## src/rtl/ccff_frame_loader.sv

```systemverilog
// ---------------------------------------------------------------------------
// ccff_frame_loader
//
// Configuration-chain loader for a tile's TGATE routing/LUT mux selects.
// Bitstream words arrive over a valid/ready handshake. Each word is shifted
// MSB first into a NUM_BITS shadow chain. When the frame is complete, the
// whole chain is committed to mem_out/mem_outb in one cycle, so the mux
// selects never see partially programmed values.
//
// Ports:
//   prog_clk   in   programming clock
//   pReset_n   in   synchronous, active-low reset
//   cfg_start  in   one-cycle pulse that begins a new frame (IDLE/DONE only)
//   cfg_word   in   bitstream word, MSB shifted first
//   cfg_valid  in   cfg_word is valid
//   cfg_ready  out  loader can accept a word (LOAD state)
//   mem_out    out  committed configuration (TGATE sel)
//   mem_outb   out  ~mem_out (TGATE selb)
//   ccff_tail  out  last chain bit, serial stream to the next tile
//   busy       out  frame in progress (LOAD, SHIFT or COMMIT)
//   done       out  frame committed; sticky until the next cfg_start
//   err        out  sticky protocol error (word offered in IDLE or DONE)
// ---------------------------------------------------------------------------
module ccff_frame_loader #(
    parameter int NUM_BITS = 64,
    parameter int WORD_W   = 8
) (
    input  logic                prog_clk,
    input  logic                pReset_n,
    input  logic                cfg_start,
    input  logic [WORD_W-1:0]   cfg_word,
    input  logic                cfg_valid,
    output logic                cfg_ready,
    output logic [NUM_BITS-1:0] mem_out,
    output logic [NUM_BITS-1:0] mem_outb,
    output logic                ccff_tail,
    output logic                busy,
    output logic                done,
    output logic                err
);

    localparam int CNT_W = $clog2(NUM_BITS + 1);
    localparam int K_W   = $clog2(WORD_W + 1);

    typedef enum logic [2:0] {
        S_IDLE,
        S_LOAD,
        S_SHIFT,
        S_COMMIT,
        S_DONE
    } state_e;

    state_e              state_q;
    logic [NUM_BITS-1:0] chain_q;
    logic [NUM_BITS-1:0] mem_out_q;
    logic [WORD_W-1:0]   shreg_q;
    logic [CNT_W-1:0]    bits_done_q;
    logic [K_W-1:0]      k_left_q;
    logic                done_q;
    logic                err_q;

    logic [NUM_BITS-1:0] chain_shifted;
    logic [K_W-1:0]      k_first;
    logic                last_bit;

    // A one-bit chain has no lower slice to keep; it simply takes the new bit.
    generate
        if (NUM_BITS == 1) begin : g_chain_single
            assign chain_shifted = shreg_q[WORD_W-1];
        end else begin : g_chain_multi
            assign chain_shifted = {chain_q[NUM_BITS-2:0], shreg_q[WORD_W-1]};
        end
    endgenerate

    // Bits to take from the word being accepted: a full word, or only the
    // top MSBs when fewer than WORD_W bits of the frame remain.
    always_comb begin
        int remaining;
        remaining = NUM_BITS - int'(bits_done_q);
        k_first   = K_W'(WORD_W);
        if (remaining < WORD_W) begin
            k_first = K_W'(remaining);
        end
    end

    // The shift about to happen fills the final chain position.
    assign last_bit = (bits_done_q == CNT_W'(NUM_BITS - 1));

    always_ff @(posedge prog_clk) begin
        // NOTE: the shadow chain and mem_out are ordinary flops, not a RAM,
        // so they are cleared by reset like every other register here.
        if (!pReset_n) begin
            state_q     <= S_IDLE;
            chain_q     <= '0;
            mem_out_q   <= '0;
            shreg_q     <= '0;
            bits_done_q <= '0;
            k_left_q    <= '0;
            done_q      <= 1'b0;
            err_q       <= 1'b0;
        end else begin
            // NOTE: non-blocking assignments throughout, so every branch
            // below reads the pre-edge value of each register.
            unique case (state_q)
                S_IDLE, S_DONE: begin
                    if (cfg_start) begin
                        state_q     <= S_LOAD;
                        bits_done_q <= '0;
                        done_q      <= 1'b0;
                        err_q       <= 1'b0;
                    end else if (cfg_valid) begin
                        // Stray word: dropped, flagged until the next frame.
                        err_q <= 1'b1;
                    end
                end

                S_LOAD: begin
                    if (cfg_valid) begin
                        shreg_q  <= cfg_word;
                        k_left_q <= k_first;
                        state_q  <= S_SHIFT;
                    end
                end

                S_SHIFT: begin
                    chain_q     <= chain_shifted;
                    shreg_q     <= shreg_q << 1;
                    bits_done_q <= bits_done_q + CNT_W'(1);
                    k_left_q    <= k_left_q - K_W'(1);
                    if (last_bit) begin
                        state_q <= S_COMMIT;
                    end else if (k_left_q == K_W'(1)) begin
                        state_q <= S_LOAD;
                    end
                end

                S_COMMIT: begin
                    mem_out_q <= chain_q;
                    done_q    <= 1'b1;
                    state_q   <= S_DONE;
                end

                default: begin
                    state_q <= S_IDLE;
                end
            endcase
        end
    end

    assign cfg_ready = (state_q == S_LOAD);
    assign busy      = (state_q == S_LOAD) || (state_q == S_SHIFT) || (state_q == S_COMMIT);
    assign done      = done_q;
    assign err       = err_q;
    assign mem_out   = mem_out_q;
    assign mem_outb  = ~mem_out_q;
    assign ccff_tail = chain_q[NUM_BITS-1];

endmodule

```

## config.mk

```make
export PLATFORM = sky130hd
export DESIGN_NAME = ccff_frame_loader
export DESIGN_NICKNAME = d
export VERILOG_FILES = /design/src/rtl/ccff_frame_loader.sv
export SDC_FILE = /design/constraint.sdc
export NUM_CORES = 1
export LEC_CHECK = 0
export BUFFER_PORTS_ARGS = -buffer_cell sky130_fd_sc_hd__buf_2
export CAP_MARGIN = 20
export CELL_PAD_IN_SITES_DETAIL_PLACEMENT = 0
export CELL_PAD_IN_SITES_GLOBAL_PLACEMENT = 1
export CORE_UTILIZATION = 35
export DETAILED_ROUTE_END_ITERATION = 6
export HOLD_SLACK_MARGIN = 0.1
export PLACE_DENSITY = 0.84
export SLEW_MARGIN = 10
export SYNTH_ARGS = -nofsm -noshare
export SYNTH_HDL_FRONTEND = slang
export SYNTH_SLANG_ARGS = --single-unit
```

## constraint.sdc

```tcl
create_clock -name prog_clk -period 4.2 [get_ports prog_clk]
set_input_delay 0.42 -clock prog_clk [delete_from_list [all_inputs] [get_ports prog_clk]]
set_output_delay 0.42 -clock prog_clk [all_outputs]
set_load 0.02 [all_outputs]
```

==> qor.yml <==
synthesis:
  synth_largest_area_cell: "dfxtp_1"
  synth.cell_area_um2: 5890
  synth_cells: 774
  async_flop_share_pct: 0
  yosysUniqueCellTypes: 40
  yosys-top-cells-count: "nand2_1, dfxtp_1, a21oi_1"
  syn-num-nets: 790
  ys_dominant_reg_cell: "dfxtp_1"
  yosys_warnings: 0
  synth_edf_count: 0
  postSynthAreaPerCell_um2: 7.61
  yosysMostFrequentCell: "nand2_1"
  synth_area_leaders: "dfxtp_1, nand2_1, a21oi_1"
  seq_area_frac_synth_pct: 51.7
  synth_seq_cells: 152
  synth_top_area_share_pct: 51.7
detailed_routing:
  ant_nets: 0
  via_per_inst: 4.60
  dr_total_vias: 5150
  dr.pass1.iters: 6
  drc_errors: 0
  routed_wl_mm: 13.2
  drt_iter0_markers: 313
  post_drt_wl_per_cell_um: 11.8
clocking:
  cts.clk_slew.worst_paths_ns: 0.06
  cts_num_sinks: 152
  clock-root-buffer: "clkbuf_16"
  clock_latency_ns: 0.42
  ctsHoldBuffers: 0
  clk_path_buf_depth: 2
  postCtsSetupBuffers: 0
  cts_tree: "done"
  cts_buffers: 17
  cts_resized: 0
  htree_num_levels: 4
critical_path:
  endpoint_kind: "register"
  start_kind: "register"
  critPathTopFamily: "simple AND/OR/NAND/NOR gates"
  cpMaxStageDelayCell: "nor3b_4"
  cpPeakStageDelay_ns: 0.85
  cp.required_ns: 4.56
  path_cells: "nor3b_4, buf_12, nand4_1, mux2_2, nor2_1"
  path_class: "register to register"
  arrival_ns: 2.60
  worst-path-max-fanout: 59
  crit_buf_inv: 1
layout:
  drive_gt1_share_pct: 21.0
  area_growth_pct: 23.3
  nets: 902
  num_antenna_cells: 0
sta:
  rsz0062_at_grt: "false"
  setup_viol: 0
  setup_tns_ns: 0
  period_needed_ns: 2.24
  worst_slew_pin_slew_ns: 0.962
  relSlewSlack_pct: 35.8
  final-hold-violation-count: 0
  timing.final.ws_setup_ns: 1.96
  fmax_ghz: 0.446
  slew_violations: 0
  skew_ns: 0.00865
  post-route-period-util_pct: 53.4
power_and_ir_drop:
  cellLeakagePower_nw: 2.59
  power.density_nw_per_um2: 505
  peakVddDrop_mv: 0.330
floorplan:
  die_h_um: 132
  core_area_um2: 16500
  num_io_pins: 145
  dieArea_um2: 17400
  initial_core_util_pct: 35.6
  die_x_um: 132
  rows: 47
hold_path:
  hold_class: "input pin to register"
placed_design:
  gp_congestion: 0.780
  post-dp-hpwl_mm: 8.11
  portBuffers: 144
  pre_cts_ws_ns: 1.94
grt:
  grt_pass1_vias: 4599
  grt_first_pass_wirelength_mm: 22.1
  grt-ovfl-total: 0
  grt_max_degree: 75
  antenna_found_initial: 0
  grt_usage_pct: 15.6
flow_run:
  cap_violations: 0
outcome:
  status: "finished, final reports clean"
-- cells by family (layout without fill, tap and decap cells) --
family | count (synthesis) | after routing | share of synthesized area, %
AOI/OAI and AO/OA | 166 | 166 | 15.3
xor gates and xnor gates | 2 | 2 | 0.297
adders and majority gates | 4 | 4 | 0.850
buffers and inverters | 126 | 251 | 8.92
DFF | 152 | 152 | 51.7
muxes | 6 | 6 | 1.08
and+or+nand+nor | 318 | 318 | 21.9
-- worst paths after layout --
path	start	endpoint	slack, ns	depth (start not counted)
max	state_q[1]$_SDFFE_PN0P_	bits_done_q[4]$_SDFFE_PN0P_	1.96	5
min reg2reg	shreg_q[7]$_SDFFE_PN0P_	chain_q[0]$_SDFFE_PN0P_	0.45	2
min	cfg_word[0]	shreg_q[0]$_SDFFE_PN0P_	0.27	3
max reg2reg	state_q[1]$_SDFFE_PN0P_	bits_done_q[4]$_SDFFE_PN0P_	1.96	5
-- power by group --
group	internal (mW)	leakage [nW]	total, mW	switching [mW]
logic	0.160	1.08	0.601	0.440
registers	1.49	1.23	1.56	0.0684
clock network	0.908	0.281	1.50	0.594
total	2.56	2.59	3.66	1.10
-- sequential cells by signal (all words and copies together) (netlist names) --
| signal | flops |
|---|---|
| chain_q | 64 |
| done | 1 |
| state_q | 3 |
| mem_out | 64 |
| bits_done_q | 7 |
| k_left_q | 4 |
| err | 1 |
| shreg_q | 8 |
-- tightest hold or removal path, cell delays in order --
cell	delay, ns
buf_2	0.08
a22oi_1	0.07
nor2_1	0.08
-- final cells by class --
class                      instances  area, µm²
multi-input combinational        496       2330
fill                            1662       9260
timing repair buffer             149        771
inverter                          70        265
clock buffer                      22        464
tap                              220        275
clock inverter                    10        116
sequential                       152       3040
-- routing by layer --
metal  routed length, µm  track usage, %  up-vias
met2                5550            23.6      131
li1                    -               -     2687
met1                6780            21.2     2318
met3                 661            4.50       14
met4                 167            5.23        0
met5                   0               0        -
-- placed cells by master, fill, tap and decap left out, types with 4 or more instances in the layout --
cell type  instances
a21oi_1          144
a22oi_1            8
buf_2            144
buf_4              4
clkbuf_16         17
dfxtp_1          152
ha_1               4
inv_1             69
nand2_1          271
nand3_1            4
nor2_1            19
nor3_1             5
nor3b_1            4
-- stage by stage --
stage | instances | total power, mW | hold slack, ns | util [%] | area, µm²
after floorplan | 774 | 2.09 | 0.433 | - | 5890
after global placement | 1087 | 2.19 | 0.444 | 40.4 | 6680
after detailed placement | 1087 | 2.20 | 0.449 | 40.4 | 6680
after CTS | 1119 | 3.69 | 0.257 | 43.9 | 7260
after global routing | 1119 | 3.82 | 0.286 | 43.9 | 7260
final | 1119 | 3.66 | 0.268 | 43.9 | 7260
No activity file was read; power rests on OpenSTA's default activity.
